<file path="config.mk">
export PLATFORM = sky130hd
export DESIGN_NAME = hazard_ctrl_flat
export DESIGN_NICKNAME = d
export VERILOG_FILES = /design/src/rtl/hazard_ctrl_if.sv /design/src/rtl/hazard_ctrl.sv /design/src/flat_wrapper.sv
export SDC_FILE = /design/constraint.sdc
export NUM_CORES = 1
export LEC_CHECK = 0
export CAP_MARGIN = 25
export CELL_PAD_IN_SITES_DETAIL_PLACEMENT = 0
export CELL_PAD_IN_SITES_GLOBAL_PLACEMENT = 1
export CORE_MARGIN = 2
export CORE_UTILIZATION = 35
export DETAILED_ROUTE_END_ITERATION = 8
export GPL_ROUTABILITY_DRIVEN = 0
export PLACE_DENSITY_LB_ADDON = 0.12
export SYNTH_ARGS = -nofsm -noshare
export SYNTH_HDL_FRONTEND = slang
export SYNTH_SLANG_ARGS = --single-unit
</file>
<file path="constraint.sdc">
create_clock -name clk -period 4.5 [get_ports clk]
set_clock_uncertainty 0.1 [all_clocks]
set_input_delay 1.35 -clock clk [delete_from_list [all_inputs] [get_ports clk]]
set_output_delay 1.35 -clock clk [all_outputs]
set_load 0.03 [all_outputs]
</file>
<file path="src/rtl/hazard_ctrl_if.sv">
// Hazard-control bundle between the pipeline datapath and hazard_ctrl.
// The slave side is the controller and the master side is the pipeline.
interface hazard_ctrl_if #(
  parameter int CNT_W = 16
);
  logic [4:0]       ID_RF_rs1;
  logic [4:0]       ID_RF_rs2;
  logic             ID_use_rs1;
  logic             ID_use_rs2;
  logic             EX_MemRead;
  logic [4:0]       EX_RF_rd;
  logic             EX_PCSrc;
  logic             MEM_req;
  logic             mem_ready;

  logic             PC_stall;
  logic             IFID_stall;
  logic             IFID_flush;
  logic             IDEX_stall;
  logic             IDEX_flush;
  logic             EXMEM_stall;
  logic             MEMWB_flush;
  logic             mem_wait;
  logic             mem_err;
  logic [CNT_W-1:0] lu_cnt;
  logic [CNT_W-1:0] fl_cnt;
  logic [CNT_W-1:0] mw_cnt;

  modport master (
    output ID_RF_rs1, ID_RF_rs2, ID_use_rs1, ID_use_rs2,
           EX_MemRead, EX_RF_rd, EX_PCSrc, MEM_req, mem_ready,
    input  PC_stall, IFID_stall, IFID_flush, IDEX_stall, IDEX_flush,
           EXMEM_stall, MEMWB_flush, mem_wait, mem_err,
           lu_cnt, fl_cnt, mw_cnt
  );

  modport slave (
    input  ID_RF_rs1, ID_RF_rs2, ID_use_rs1, ID_use_rs2,
           EX_MemRead, EX_RF_rd, EX_PCSrc, MEM_req, mem_ready,
    output PC_stall, IFID_stall, IFID_flush, IDEX_stall, IDEX_flush,
           EXMEM_stall, MEMWB_flush, mem_wait, mem_err,
           lu_cnt, fl_cnt, mw_cnt
  );
endinterface

</file>
<file path="src/rtl/hazard_ctrl.sv">
// Stall/flush controller for the 5-stage RV32I pipeline: load-use, EX-resolved
// control transfer and multi-cycle data-memory wait, with watchdog and counters.
module hazard_ctrl #(
  parameter int TIMEOUT = 64,
  parameter int CNT_W   = 16
) (
  input  logic         clk,
  input  logic         rst,
  hazard_ctrl_if.slave bus
);

  localparam int WAIT_W = $clog2(TIMEOUT);

  typedef enum logic {RUN, MEM_WAIT} state_e;
  typedef enum logic [1:0] {SEL_NONE, SEL_LU, SEL_BR, SEL_BUSY} sel_e;

  state_e            r_state;
  state_e            w_next_state;
  sel_e              w_sel;
  logic              w_busy;
  logic              w_lu;
  logic              w_br;
  logic [WAIT_W-1:0] r_cur_wait;
  logic              r_mem_err;
  logic [CNT_W-1:0]  r_lu_cnt;
  logic [CNT_W-1:0]  r_fl_cnt;
  logic [CNT_W-1:0]  r_mw_cnt;

  assign w_busy = bus.MEM_req & ~bus.mem_ready;
  assign w_br   = bus.EX_PCSrc;
  assign w_lu   = bus.EX_MemRead && (bus.EX_RF_rd != 5'd0) &&
                  ((bus.ID_use_rs1 && (bus.ID_RF_rs1 == bus.EX_RF_rd)) ||
                   (bus.ID_use_rs2 && (bus.ID_RF_rs2 == bus.EX_RF_rd)));

  // A frozen pipeline outranks a redirect, which makes any load-use in ID moot.
  always_comb begin
    if (w_busy)    w_sel = SEL_BUSY;
    else if (w_br) w_sel = SEL_BR;
    else if (w_lu) w_sel = SEL_LU;
    else           w_sel = SEL_NONE;
  end

  // NOTE: sequential state uses non-blocking assignments so every register
  // samples pre-edge values regardless of process ordering.
  always_ff @(posedge clk) begin
    if (rst) r_state <= RUN;
    else     r_state <= w_next_state;
  end

  always_comb begin
    w_next_state = r_state;
    unique case (r_state)
      RUN:      if (w_busy)  w_next_state = MEM_WAIT;
      MEM_WAIT: if (!w_busy) w_next_state = RUN;
      default:  w_next_state = RUN;
    endcase
  end

  // NOTE: every output gets a default first so no path through the block
  // leaves a signal unassigned, which would infer a latch.
  always_comb begin
    bus.PC_stall    = 1'b0;
    bus.IFID_stall  = 1'b0;
    bus.IFID_flush  = 1'b0;
    bus.IDEX_stall  = 1'b0;
    bus.IDEX_flush  = 1'b0;
    bus.EXMEM_stall = 1'b0;
    bus.MEMWB_flush = 1'b0;
    if (!rst) begin
      unique case (w_sel)
        SEL_BUSY: begin
          bus.PC_stall    = 1'b1;
          bus.IFID_stall  = 1'b1;
          bus.IDEX_stall  = 1'b1;
          bus.EXMEM_stall = 1'b1;
          bus.MEMWB_flush = 1'b1;
        end
        SEL_BR: begin
          bus.IFID_flush = 1'b1;
          bus.IDEX_flush = 1'b1;
        end
        SEL_LU: begin
          bus.PC_stall   = 1'b1;
          bus.IFID_stall = 1'b1;
          bus.IDEX_flush = 1'b1;
        end
        default: ;
      endcase
    end
  end

  // Watchdog: mem_err latches on the TIMEOUT-th consecutive busy cycle.
  always_ff @(posedge clk) begin
    if (rst) begin
      r_cur_wait <= '0;
      r_mem_err  <= 1'b0;
    end else if (w_busy) begin
      if (r_cur_wait == WAIT_W'(TIMEOUT - 1)) r_mem_err  <= 1'b1;
      else                                    r_cur_wait <= r_cur_wait + 1'b1;
    end else begin
      r_cur_wait <= '0;
    end
  end

  // Performance counters stick at all-ones instead of wrapping.
  always_ff @(posedge clk) begin
    if (rst) begin
      r_lu_cnt <= '0;
      r_fl_cnt <= '0;
      r_mw_cnt <= '0;
    end else begin
      if ((w_sel == SEL_LU) && (r_lu_cnt != '1)) r_lu_cnt <= r_lu_cnt + 1'b1;
      if ((w_sel == SEL_BR) && (r_fl_cnt != '1)) r_fl_cnt <= r_fl_cnt + 1'b1;
      if (w_busy && (r_mw_cnt != '1))            r_mw_cnt <= r_mw_cnt + 1'b1;
    end
  end

  assign bus.mem_wait = (r_state == MEM_WAIT);
  assign bus.mem_err  = r_mem_err;
  assign bus.lu_cnt   = r_lu_cnt;
  assign bus.fl_cnt   = r_fl_cnt;
  assign bus.mw_cnt   = r_mw_cnt;

endmodule
</file>
<file path="src/flat_wrapper.sv">
// flat-port wrapper written by rule: the top's interface ports become plain ports
module hazard_ctrl_flat 
#(
  parameter int TIMEOUT = 64,
  parameter int CNT_W   = 16
)
  (clk, rst, bus_ID_RF_rs1, bus_ID_RF_rs2, bus_ID_use_rs1, bus_ID_use_rs2, bus_EX_MemRead, bus_EX_RF_rd, bus_EX_PCSrc, bus_MEM_req, bus_mem_ready, bus_PC_stall, bus_IFID_stall, bus_IFID_flush, bus_IDEX_stall, bus_IDEX_flush, bus_EXMEM_stall, bus_MEMWB_flush, bus_mem_wait, bus_mem_err, bus_lu_cnt, bus_fl_cnt, bus_mw_cnt);
  hazard_ctrl_if #(.CNT_W(CNT_W)) bus_i ();
  input  logic clk;
  input  logic rst;
  input wire logic [$bits(bus_i.ID_RF_rs1)-1:0] bus_ID_RF_rs1;
  input wire logic [$bits(bus_i.ID_RF_rs2)-1:0] bus_ID_RF_rs2;
  input wire logic [$bits(bus_i.ID_use_rs1)-1:0] bus_ID_use_rs1;
  input wire logic [$bits(bus_i.ID_use_rs2)-1:0] bus_ID_use_rs2;
  input wire logic [$bits(bus_i.EX_MemRead)-1:0] bus_EX_MemRead;
  input wire logic [$bits(bus_i.EX_RF_rd)-1:0] bus_EX_RF_rd;
  input wire logic [$bits(bus_i.EX_PCSrc)-1:0] bus_EX_PCSrc;
  input wire logic [$bits(bus_i.MEM_req)-1:0] bus_MEM_req;
  input wire logic [$bits(bus_i.mem_ready)-1:0] bus_mem_ready;
  output wire logic [$bits(bus_i.PC_stall)-1:0] bus_PC_stall;
  output wire logic [$bits(bus_i.IFID_stall)-1:0] bus_IFID_stall;
  output wire logic [$bits(bus_i.IFID_flush)-1:0] bus_IFID_flush;
  output wire logic [$bits(bus_i.IDEX_stall)-1:0] bus_IDEX_stall;
  output wire logic [$bits(bus_i.IDEX_flush)-1:0] bus_IDEX_flush;
  output wire logic [$bits(bus_i.EXMEM_stall)-1:0] bus_EXMEM_stall;
  output wire logic [$bits(bus_i.MEMWB_flush)-1:0] bus_MEMWB_flush;
  output wire logic [$bits(bus_i.mem_wait)-1:0] bus_mem_wait;
  output wire logic [$bits(bus_i.mem_err)-1:0] bus_mem_err;
  output wire logic [$bits(bus_i.lu_cnt)-1:0] bus_lu_cnt;
  output wire logic [$bits(bus_i.fl_cnt)-1:0] bus_fl_cnt;
  output wire logic [$bits(bus_i.mw_cnt)-1:0] bus_mw_cnt;
  assign bus_i.ID_RF_rs1 = bus_ID_RF_rs1;
  assign bus_i.ID_RF_rs2 = bus_ID_RF_rs2;
  assign bus_i.ID_use_rs1 = bus_ID_use_rs1;
  assign bus_i.ID_use_rs2 = bus_ID_use_rs2;
  assign bus_i.EX_MemRead = bus_EX_MemRead;
  assign bus_i.EX_RF_rd = bus_EX_RF_rd;
  assign bus_i.EX_PCSrc = bus_EX_PCSrc;
  assign bus_i.MEM_req = bus_MEM_req;
  assign bus_i.mem_ready = bus_mem_ready;
  assign bus_PC_stall = bus_i.PC_stall;
  assign bus_IFID_stall = bus_i.IFID_stall;
  assign bus_IFID_flush = bus_i.IFID_flush;
  assign bus_IDEX_stall = bus_i.IDEX_stall;
  assign bus_IDEX_flush = bus_i.IDEX_flush;
  assign bus_EXMEM_stall = bus_i.EXMEM_stall;
  assign bus_MEMWB_flush = bus_i.MEMWB_flush;
  assign bus_mem_wait = bus_i.mem_wait;
  assign bus_mem_err = bus_i.mem_err;
  assign bus_lu_cnt = bus_i.lu_cnt;
  assign bus_fl_cnt = bus_i.fl_cnt;
  assign bus_mw_cnt = bus_i.mw_cnt;
  hazard_ctrl #(.TIMEOUT(TIMEOUT), .CNT_W(CNT_W)) u_core (.clk(clk), .rst(rst), .bus(bus_i));
endmodule
</file>
==> results of run 1 <==
registers in the layout (all words and copies together), names as in the netlist:
register,cells
u_core.bus.mw_cnt,16
u_core.bus.mem_err,1
u_core.bus.lu_cnt,16
u_core.bus.fl_cnt,16
u_core.r_cur_wait,6
u_core.bus.mem_wait,1
area by class of cell:
| type | count | area (µm²) |
|---|---|---|
| Sequential cell | 56 | 1120 |
| Clock inverter | 2 | 10.0 |
| Multi-Input combinational cell | 270 | 1740 |
| Tap cell | 105 | 131 |
| Inverter | 12 | 45.0 |
| Timing Repair Buffer | 99 | 918 |
| Fill cell | 846 | 4170 |
| Clock buffer | 6 | 82.6 |
kinds of logic (layout without fill, tap and decap cells):
kind of cell | after synthesis | after routing | share of synthesized area, %
AND/OR/NAND/NOR | 153 | 153 | 29.5
AO/OA/AOI/OAI | 89 | 89 | 18.9
multiplexers | 7 | 7 | 2.48
buffers and inverters | 27 | 119 | 4.42
flip-flops | 56 | 56 | 37.7
adder cells (fa/ha/maj) | 6 | 6 | 2.53
XOR/XNOR | 15 | 15 | 4.42
worst reg2reg max path, stage by stage (launching register included):
cell,delay (ns)
dfxtp_1,0.42
ha_1,0.25
nand4b_1,0.33
or3_2,0.57
or3_1,0.36
a21oi_1,0.14
metal layers:
| metal | routed length, µm | share of wire [%] |
|---|---|---|
| met1 | 3740 | 46 |
| met2 | 3950 | 49 |
| met3 | 289 | 3.6 |
| met4 | 73 | 0.91 |
| met5 | 0 | 0 |
report_power, final:
group / switching, mW / internal (mW) / leakage (nW)
combinational: 0.0514 / 0.0464 / 0.905
clock: 0.167 / 0.124 / 0.0510
sequential: 0.00439 / 0.499 / 0.452
total: 0.223 / 0.669 / 1.41
metrics by stage:
stage	setup slack, ns	area, µm²	hold WS, ns
after floorplan	0.110	2970	0.361
after global placement	-0.632	3860	0.389
after detailed placement	-0.629	3880	0.389
after CTS	0.0258	4040	0.405
after global routing	0.00497	4040	0.434
final	0.172	4040	0.404
how the worst min path moves through the flow:
stage,to,slack [ns]
finish,u_core.bus.mem_err$_SDFFE_PP0P_,0.40
global placement,u_core.bus.mem_err$_SDFFE_PP0P_,0.39
global route,u_core.bus.lu_cnt[15]$_SDFFE_PP0P_,0.43
floorplan,u_core.r_cur_wait[2]$_SDFFE_PP0P_,0.36
CTS,u_core.bus.fl_cnt[7]$_SDFFE_PP0P_,0.41
detailed placement,u_core.bus.fl_cnt[7]$_SDFFE_PP0P_,0.39
synthesized netlist by cell type (10+ instances only):
cell type	number
nor2_1	27
dfxtp_1	56
nor3_1	12
o21ai_0	19
a21oi_1	31
or3_1	13
or4_1	13
nand4_1	10
inv_1	12
o31ai_1	12
nand3_1	22
xor2_1	12
nand2_1	17
what timing repair did:
action / in CTS / in global routing
pin swaps: 5 / 6
setup buffers: 8 / 0
resized for setup: 22 / 19
setup endpoints to repair: 4 / 10
==> impl_results.md, run 1 <==
- Outcome: complete, no violations
- Clock slew seen by the registers of the worst setup and hold paths: 0.10 ns
- Routed len/inst: 14.6 µm
- Worst Reg-to-Reg Cells: 5
- Met2 Track Usage GR: 31.8%
- Max_cap viols: 0
- Layout cells sized above 1: 12.8%
- Die Y: 96.1 µm
- Synth Register Bits: 56
- CP bufs+invs: 2
- Largest cells by area after synthesis: dfxtp_1 38%, a21oi_1 5.2%, nand3_1 3.7%, xor2_1 3.5%, nor2_1 3.4%
- Worst EP required: 3.05 ns
- Fmax: 0.231 GHz
- Worst reg2reg endpoint: u_core.bus.mw_cnt[10]$_SDFFE_PP0P_
- Yosys top cell area share: 37.7%
- Slew Limit Fails: 0
- Met1 Usage GRT: 23.1%
- CP Max Fanout: 2
- Fin util: 49.2%
- Most frequent cells in the layout: 57 x clkdlybuf4s50_1, 56 x dfxtp_1, 31 x a21oi_1
- Grt total ovfl: 0
- Crit-path cells: clkdlybuf4s15_1 > xor2_1 > nor4_1 > a32oi_1 > o21ai_1 > ha_2 > nor2b_1 > buf_4
- Via count: 3008
- Post-CTS Hold Buffers: 0
- Die Width: 96.1 µm
- Startpoint Class: input port
- Setup TNS: 0 ns
- Worst Hold Class: flop to flop
- Mapped Area: 2970 µm²
- Library cells used by synthesis: 49
- Post-synth net total: 382
- Die Area: 9240 µm²
- CTS sink cnt: 56
- # placed instances: 534
- Largest net degree at the start of global routing: 36
- Ys Warns: 0
- CTS buffer count: 5
- Vias/cell: 5.47
- Hold Path Origin: u_core.bus.mem_err$_SDFFE_PP0P_
- Post-DP HPWL: 5850 µm
- GRT Resource Usage Total: 18.3%
- Final hold vios: 0
- Core footprint: 8220 µm²
- Hold path depth: 2
- # DRC: 0
- Top cell family by delay on the critical path: simple AND/OR/NAND/NOR gates
- Cells after Synth: 353
- Layout Nets: 473
- Worst path max stage delay: 0.29 ns
- EDFF count, synth: 0
- ANT nets after route: 0
- First-pass DRT Iterations: 4
- Met3 GRT Util: 2.98%
- Worst path slowest cell: ha_2
- Critical Path Stages: 8
- # H-tree levels: 2
- Ys async rst share: 0%
- Primary FF master, synth: dfxtp_1
- WS Path Type: input port to output port
- Root Buffer: clkbuf_8
- Commonest non-fill, non-tap cell in the layout: clkdlybuf4s50_1
- First-pass GRT wire length: 13400 µm
- Final wirelength: 8050 µm
- 1st-iter DRT viols: 103
- Sequential fraction of the synthesis area: 37.7%
- Critical path destination: bus_IDEX_flush
- Actual slew at the worst max-slew pin: 0.864 ns
- GRT busiest layer: met2
- Clock tree buffer depth: 2
- CTS tree: built
- Flop-to-flop setup slack: 2.27 ns
- Cell Rows: 33
- Port Buffers: 79
- CP Data Arrival Time: 2.88 ns
- Reg2Reg Launch Point: u_core.bus.mw_cnt[0]$_SDFFE_PP0P_
- Final Critical Period: 4.33 ns
- Worst rel slew slack: 41.9%
- Final period utilization: 96.2%
- Layout overhead on the synthesized area: 36.1%
- Max IR drop VDD: 0.107 mV
- Total power: 0.892 mW
- RSZ-0062 raised after global routing: false
- Initial antenna violation count: 0
- Lkg Pwr: 1.41 nW
- Final std cells w/o fill: 550
- Ports: 80
- Vias in the first global route: 2885
- Crit path launch: bus_ID_RF_rs2[0]
- Syn_area_per_cell: 8.42 µm²
- # setup viols final: 0
- Initial Util: 36.2%
- Most area-hungry cell type in the Yosys netlist: dfxtp_1
- Clock latency at the later pin of the worst-skew pair: 0.30 ns
- Diode count: 0
- Total power density per cell area: 220 nW/µm²
- Crit end category: output port
Power figures use the tool's default switching activity.
==> run 2: changes to the inputs <==
- PLACE_DENSITY_LB_ADDON: 0.12 -> 0.1
==> impl_results.md, run 2 (same netlist as run 1, synthesis figures left out) <==
- Routed len/inst: 14.7 µm (+0.14%)
- Die Area: 9240 µm² (unchanged)
- CTS buffer count: 5 (unchanged)
- Initial antenna violation count: 0 (unchanged)
- First-pass GRT wire length: 13100 µm (-2.6%)
- Crit-path cells: dlygate4sd2_1 > xor2_1 > nor4_1 > a32oi_1 > o21ai_1 > ha_2 > nor2b_1 > buf_4
- Port Buffers: 79 (unchanged)
- 1st-iter DRT viols: 109 (+5.8%)
- Via count: 3069 (+2.0%)
- Vias/cell: 5.57 (+1.8%)
- Flop-to-flop setup slack: 2.26 ns (about the same)
- Layout cells sized above 1: 12.1% (-0.70 points)
- CTS tree: built
- Cell Rows: 33 (unchanged)
- # H-tree levels: 2 (unchanged)
- Worst Reg-to-Reg Cells: 4 (-1)
- Layout Nets: 474 (+0.21%)
- Core footprint: 8220 µm² (unchanged)
- Fmax: 0.227 GHz (-1.9%)
- Reg2Reg Launch Point: u_core.bus.mw_cnt[4]$_SDFFE_PP0P_
- CP Max Fanout: 2 (unchanged)
- Total power: 0.903 mW (+1.3%)
- Crit end category: output port
- CP Data Arrival Time: 2.96 ns (+0.08 ns)
- Max_cap viols: 0 (unchanged)
- Diode count: 0 (unchanged)
- # placed instances: 535 (+0.19%)
- Initial Util: 36.2% (unchanged)
- Grt total ovfl: 0 (unchanged)
- Worst reg2reg endpoint: u_core.bus.mw_cnt[15]$_SDFFE_PP0P_
- RSZ-0062 raised after global routing: false
- Area of the multi-input gates: 1730 µm² (-0.22%)
- Final Critical Period: 4.41 ns (+0.0856 ns)
- Critical Path Stages: 8 (unchanged)
- Final std cells w/o fill: 551 (+0.18%)
- Vias in the first global route: 2720 (-5.7%)
- WS Path Type: input port to output port
- Place WS: -0.642 ns (-0.0127 ns)
- CTS sink cnt: 56 (unchanged)
- Commonest non-fill, non-tap cell in the layout: clkdlybuf4s50_1
- Crit path launch: bus_ID_RF_rs2[0]
- GRT Resource Usage Total: 17.8% (-0.45 points)
- # DRC: 0 (unchanged)
- Worst Hold Class: flop to flop
- Placed Area: 3890 µm² (+0.19%)
- Die Y: 96.1 µm (unchanged)
- Die Width: 96.1 µm (unchanged)
- First-pass DRT Iterations: 4 (unchanged)
- Final hold vios: 0 (unchanged)
- Critical path destination: bus_IDEX_flush
- ANT nets after route: 0 (unchanged)
- Root Buffer: clkbuf_8
- Most frequent cells in the layout: 58 x clkdlybuf4s50_1, 56 x dfxtp_1, 31 x a21oi_1
- Clock tree buffer depth: 2 (unchanged)
- Worst path max stage delay: 0.29 ns (about the same)
- Worst setup slack after layout: 0.0865 ns (-0.0856 ns)
- Slew Limit Fails: 0 (unchanged)
- Startpoint Class: input port
- Worst EP required: 3.05 ns (about the same)
- CP bufs+invs: 2 (unchanged)
- Lkg Pwr: 1.41 nW (-0.17%)
- Ports: 80 (unchanged)
- Fin util: 49.5% (+0.24 points)
- Max IR drop VDD: 0.128 mV (+20%)
- Setup TNS: 0 ns (unchanged)
- Final wirelength: 8080 µm (+0.32%)
- Layout overhead on the synthesized area: 36.8%
- Final period utilization: 98.1% (+1.9 points)
- Worst rel slew slack: 44.5% (+2.6 points)
- Clock latency at the later pin of the worst-skew pair: 0.31 ns (about the same)
- Design Area, Final: 4060 µm² (+0.50%)
- # setup viols final: 0 (unchanged)
- Fillers: 829 (-2.0%)
- Final hold slack: 0.400 ns (-0.00410 ns)
- Top cell family by delay on the critical path: buffers and inverters
- Register area: 1120 µm² (unchanged)
- Total power density per cell area: 222 nW/µm² (+0.83%)
- Worst path slowest cell: ha_2
- Outcome: complete, no violations
- Largest net degree at the start of global routing: 27 (-25%)
- Actual slew at the worst max-slew pin: 0.825 ns (-0.0389 ns)
- Post-DP HPWL: 5900 µm (+0.85%)
- Clock slew seen by the registers of the worst setup and hold paths: 0.11 ns (about the same)
run 2: cell count changes in the layout (fill, tap and decap cells not counted):
| cell | change |
|---|---|
| clkdlybuf4s15_1 | -1 |
| buf_4 | +1 |
| or4_4 | -1 |
| clkdlybuf4s50_1 | +1 |
| clkinv_2 | -2 |
| or4_1 | +1 |
| clkbuf_2 | -3 |
| dlygate4sd2_1 | +3 |
| clkinvlp_4 | +2 |
run 2: repair_timing:
item,4_1_cts,5_1_grt
buffers inserted,8,0
hold buffers,0,0
endpoints found under the setup margin,4,7
pin swaps,5,5
resized for setup,21,11
run 2: layout make-up:
cell class	instances	share of cell area, %
Multi-Input combinational cell	270	42.6
Sequential cell	56	27.6
Clock inverter	2	0.369
Timing Repair Buffer	100	23.1
Clock buffer	6	2.03
Tap cell	105	3.23
Inverter	12	1.11
run 2: worst reg2reg max path: stages (launching register included):
cell     delay (ns)
dfxtp_1        0.48
nand4_4        0.20
or4_1          0.70
or4_1          0.55
a21oi_1        0.14
run 2: worst min path at each step:
stage                                                  start                            endpoint  slack (ns)  depth (start not counted)
final                        u_core.bus.mem_err$_SDFFE_PP0P_     u_core.bus.mem_err$_SDFFE_PP0P_        0.40                          2
after floorplan            u_core.r_cur_wait[2]$_SDFFE_PP0P_   u_core.r_cur_wait[2]$_SDFFE_PP0P_        0.36                          1
after detailed placement     u_core.bus.mem_err$_SDFFE_PP0P_     u_core.bus.mem_err$_SDFFE_PP0P_        0.38                          2
after global routing      u_core.bus.lu_cnt[15]$_SDFFE_PP0P_  u_core.bus.lu_cnt[15]$_SDFFE_PP0P_        0.44                          2
after CTS                    u_core.bus.mem_err$_SDFFE_PP0P_     u_core.bus.mem_err$_SDFFE_PP0P_        0.41                          2
after global placement       u_core.bus.mem_err$_SDFFE_PP0P_     u_core.bus.mem_err$_SDFFE_PP0P_        0.38                          2
run 2: power by group:
group          switching, mW  internal [mW]
sequential           0.00440          0.499
combinational         0.0509         0.0470
clock                  0.177          0.125
run 2: layer usage:
layer  vias up  global-route usage (%)  wire length [µm]
li1       1528                       -                 -
met1      1469                    23.8              3790
met2        62                    28.9              3870
met3        10                    3.29               317
met4         0                    5.60               103
met5         -                       0                 0
==> patch 1 (config.mk and constraints of run 1) <==
`CNT_W` is set to 16 in 3 places; all go to 32.
--- a/src/rtl/hazard_ctrl_if.sv
+++ b/src/rtl/hazard_ctrl_if.sv
@@ -2,5 +2,5 @@
 // The slave side is the controller and the master side is the pipeline.
 interface hazard_ctrl_if #(
-  parameter int CNT_W = 16
+  parameter int CNT_W = 32
 );
   logic [4:0]       ID_RF_rs1;
--- a/src/rtl/hazard_ctrl.sv
+++ b/src/rtl/hazard_ctrl.sv
@@ -3,5 +3,5 @@
 module hazard_ctrl #(
   parameter int TIMEOUT = 64,
-  parameter int CNT_W   = 16
+  parameter int CNT_W   = 32
 ) (
   input  logic         clk,
--- a/src/flat_wrapper.sv
+++ b/src/flat_wrapper.sv
@@ -3,5 +3,5 @@
 #(
   parameter int TIMEOUT = 64,
-  parameter int CNT_W   = 16
+  parameter int CNT_W   = 32
 )
   (clk, rst, bus_ID_RF_rs1, bus_ID_RF_rs2, bus_ID_use_rs1, bus_ID_use_rs2, bus_EX_MemRead, bus_EX_RF_rd, bus_EX_PCSrc, bus_MEM_req, bus_mem_ready, bus_PC_stall, bus_IFID_stall, bus_IFID_flush, bus_IDEX_stall, bus_IDEX_flush, bus_EXMEM_stall, bus_MEMWB_flush, bus_mem_wait, bus_mem_err, bus_lu_cnt, bus_fl_cnt, bus_mw_cnt);
Interface: changed (resized bus_fl_cnt, bus_lu_cnt and bus_mw_cnt); port bits go from 80 to 128. No check against the original RTL was run, so the function may have changed too.
==> patch 1 against run 1 <==
  * Register-to-register slack got worse by 0.33 ns
  * Utilization decreased by 1.5 points
  * Routed wire length increased by 85%
  * Total power increased by 110%
  * Global-route usage decreased by 0.43 points
  * Largest cell class unchanged
  * Sequential cell count increased by 48
  * Largest power group unchanged
  * Design area increased by 80%
  * Setup slack got worse by 0.10 ns
  * Area after synthesis increased by 83%
  * Critical endpoint unchanged
==> patch 1: results (changes against run 1) <==
place:
  place_inst: 954  # +79%
  postPlaceCellArea_sq_um: 6910  # +78%
  place_ws_ns: -0.236  # +0.393 ns
  dpl.hpwl_um: 11000  # +87%
  portBuffers: 127  # +61%
power_and_ir_drop:
  leakage_uw: 0.00238  # +69%
  ir_worst_vdd_v: 0.000214  # +100%
cells_and_area:
  n_fill_cell: 1514  # +79%
  areaGrowthSynthToFinish_pct: 33.3
  clkCellAreaFrac_pct: 4.22  # +1.9 points
  fin_cells: 969  # +76%
  multi_input_area_share_pct: 44.5  # +1.6 points
  drive_above_1_share_pct: 9.99  # -2.8 points
  n_all_inverters: 10  # -2
  multi_input_gates: 510  # +89%
  nClkBuffers: 12  # +6
  fin_nets: 806  # +70%
  nonClkBufAreaFrac_pct: 18.8  # -3.9 points
  nFlopsAndLatches: 104  # +86%
  seq_share_pct: 28.7  # +0.95 points
  signal_buffers: 142  # +43%
global_routing:
  grt_use_total_pct: 17.8  # -0.43 points
  met3_usage_pct: 3.91  # +0.93 points
  grt_pass1_wl_um: 24000  # +79%
  grt_use_met2_pct: 28.4  # -3.5 points
  grt_max_degree: 72  # +100%
  met1_usage_pct: 24.3  # +1.2 points
  grt_pass1_vias: 4849  # +68%
run_status:
  outcome: "finished clean"
setup_path:
  max_stage_delay_ns: 0.51  # +0.22 ns
  reg2reg_slack_ns: 1.94  # -0.33 ns
  cp.arrival_ns: 2.98  # +0.10 ns
  slowest_stage: "or4_4"
  cp-endpoint: "bus_IDEX_flush"
  rr_startpoint: "u_core.bus.mw_cnt[25]$_SDFFE_PP0P_"
synth:
  syn_nets: 680  # +78%
  netlist_area_sq_um: 5450  # +83%
  ys_types: 52  # +6.1%
  netlist_top_cells_area: "dfxtp_1, a21oi_1, xnor2_1"
  ys_seq_area_share_pct: 38.2  # +0.50 points
  synth_common_cells: "dfxtp_1, nor2_1, a21oi_1"
cts:
  clkTransAtPathRegs_ns: 0.07  # -0.03 ns
  clock_latency_ns: 0.35  # +0.05 ns
  cts-root-buf: "clkbuf_16"
  cts_buffer_depth: 2  # unchanged
  cts_max_level: 3  # +1
  cts_made_buffers: 9  # +4
drt:
  drt_iter0_drc: 243  # +140%
  totalWireLength_um: 14900  # +85%
  via_count: 5325  # +77%
timing:
  relSlewSlack_pct: 48.2  # +6.3 points
## patch 1: cell types whose count changed after synthesis, moves of 10 or more
cell	run 1	this run
a21oi_1	31	60
and4_1	3	15
dfxtp_1	56	104
mux2_2	3	13
nand2_1	17	37
nand3_1	22	34
nand4_1	10	31
nor2_1	27	66
nor2b_1	5	17
o21ai_0	19	36
or3_1	13	41
xnor2_1	3	33
## patch 1: metrics by stage
step           total power [uW]  hold slack, ns  TNS [ns]  util [%]
2_1_floorplan              1010           0.372         0         -
3_3_place_gp               1060           0.383    -0.530      45.4
3_5_place_dp               1060           0.396    -0.754      45.4
4_1_cts                    1890           0.408         0      47.5
5_1_grt                    1930           0.423         0      47.8
6_report                   1860           0.400         0      47.8
## patch 1: routing by layer
layer,share of wire (%),routed length (um),up-vias
met5,0,0,-
met4,1.3,187,0
met3,5.5,818,13
met2,46,6810,135
met1,48,7100,2515
li1,-,-,2662
## patch 1: cells by family (layout without fill, tap and decap cells)
group                      after synthesis  in the layout  share of synthesized area (%)
and+or+nand+nor                        312            312                           32.2
AOI/OAI and AO/OA                      136            136                           15.3
buffers and inverters                   37            167                           3.19
xor gates and xnor gates                39             39                           6.27
DFF                                    104            104                           38.2
adders and majority gates                6              6                           1.38
muxes                                   17             17                           3.42
## patch 1: worst reg2reg max path, cell delays in order (launching register included)
cell     delay, ns
dfxtp_1       0.41
nand4_1       0.22
nor4_1        0.74
a31oi_1       0.43
nand4_1       0.22
mux2_2        0.34
## patch 1: what timing repair did
action	CTS	global route
setup endpoints to repair	4	4
pin swaps	6	8
gates resized for setup	14	11
setup buffers	0	0
gates cloned	0	0
## patch 1: power by group
part	leakage, uW	switching, uW	total, uW	internal, uW
clock	0.000154	344	817	473
sequential	0.000838	5.32	929	924
combinational	0.00139	66.1	115	48.9
total	0.00238	416	1860	1450
==> patch 2 (config.mk and constraints of run 1) <==
Without the edit above. Reset style: asynchronous (`rst`), changed in 3 clocked blocks.
--- a/src/rtl/hazard_ctrl.sv
+++ b/src/rtl/hazard_ctrl.sv
@@ -43,5 +43,5 @@
   // NOTE: sequential state uses non-blocking assignments so every register
   // samples pre-edge values regardless of process ordering.
-  always_ff @(posedge clk) begin
+  always_ff @(posedge clk or posedge rst) begin
     if (rst) r_state <= RUN;
     else     r_state <= w_next_state;
@@ -91,5 +91,5 @@
 
   // Watchdog: mem_err latches on the TIMEOUT-th consecutive busy cycle.
-  always_ff @(posedge clk) begin
+  always_ff @(posedge clk or posedge rst) begin
     if (rst) begin
       r_cur_wait <= '0;
@@ -104,5 +104,5 @@
 
   // Performance counters stick at all-ones instead of wrapping.
-  always_ff @(posedge clk) begin
+  always_ff @(posedge clk or posedge rst) begin
     if (rst) begin
       r_lu_cnt <= '0;
Function: differs if rst is asserted again (counterexample within 4 cycles, from zero or initial values and one cycle with rst high); with rst held inactive, the same outputs for 10 cycles.
==> patch 2 against run 1 <==
  * Global-route usage down 2.3 points
  * Fmax down 3.2%
  * Design area up 8.7%
  * Sequential cell count unchanged
  * Routed wire length down 6.8%
  * Die area up 1.6%
  * Worst hold slack worse by 0.0092 ns
  * Setup slack worse by 0.14 ns
  * Register-to-register slack better by 0.21 ns
  * Area after synthesis up 1.7%
  * First-iteration DRC count up 60%
Power is not compared: it rests on default switching activity, and its combinational part moved more than twofold at a synthesized area within 25%.
==> patch 2: results (changes against run 1) <==
cells_and_area:
  nClkBuffers: 5  # -1
  signal_buffers: 106  # +7.1%
  n_fill_cell: 745  # -12%
  register_area_sq_um: 1400  # +25%
  fin_nets: 420  # -11%
  n_all_inverters: 7  # -5
  clkCellAreaFrac_pct: 2.93  # +0.64 points
  multi_input_gates: 215  # -20%
synth:
  syn_nets: 315  # -18%
  synthArstFlopShare_pct: 100  # +100 points
  synth-main-ff-cell: "dfrtp_1"
  synth-compound-area-share_pct: 10.1  # -8.8 points
  synthMuxAreaShare_pct: 1.95  # -0.54 points
  netlist_top_cells_area: "dfrtp_1, xor2_1, nand3_1"
  synth_common_cells: "dfrtp_1, xor2_1, nand2_1"
  synth_xor_area_share_pct: 13.3  # +8.9 points
  synth_adder_area_share_pct: 2.48  # -0.042 points
  ys_seq_area_share_pct: 46.4  # +8.7 points
  ys_types: 51  # +4.1%
drt:
  via_count: 2626  # -13%
  drt_iter0_drc: 165  # +60%
  wl_met2_um: 3400  # -14%
  route.layer.met1.wl_um: 3650  # -2.4%
  wl_per_cell_um: 15.1  # +3.4%
  viasPerCell: 5.29  # -3.2%
  routed-wl-met3_um: 388  # +34%
run_status:
  outcome: "finished clean"
global_routing:
  met1_usage_pct: 22.7  # -0.33 points
  met3_usage_pct: 3.32  # +0.35 points
  grt_pass1_vias: 2512  # -13%
  grt_max_degree: 57  # +58%
timing:
  relSlewSlack_pct: 51.6  # +9.7 points
cts:
  ctsResizeCount: 52  # +140%
  postCtsSetupBuffers: 17  # +9
power_and_ir_drop:
  p_total_uw: 1690
place:
  place_ws_ns: -0.871  # -0.243 ns
  dpl.hpwl_um: 5050  # -14%
setup_path:
  cp.arrival_ns: 3.02  # +0.14 ns
  slowest_stage: "nor4_2"
==> patch 2: path summary, 6_finish.rpt <==
kind | from | endpoint | slack [ns] | cells after the start
setup / recovery | bus_ID_RF_rs1[4] | bus_IDEX_stall | 0.03 | 9
hold / removal | u_core.bus.lu_cnt[13]$_DFFE_PP0P_ | u_core.bus.lu_cnt[13]$_DFFE_PP0P_ | 0.40 | 1
setup reg to reg | u_core.bus.lu_cnt[0]$_DFFE_PP0P_ | u_core.bus.lu_cnt[1]$_DFFE_PP0P_ | 2.48 | 5
hold reg to reg | u_core.bus.lu_cnt[13]$_DFFE_PP0P_ | u_core.bus.lu_cnt[13]$_DFFE_PP0P_ | 0.40 | 1
max in group asynchronous | rst | u_core.bus.fl_cnt[4]$_DFFE_PP0P_ | 2.05 | 4
min in group asynchronous | rst | u_core.r_cur_wait[3]$_DFFE_PP0N_ | 1.78 | 4
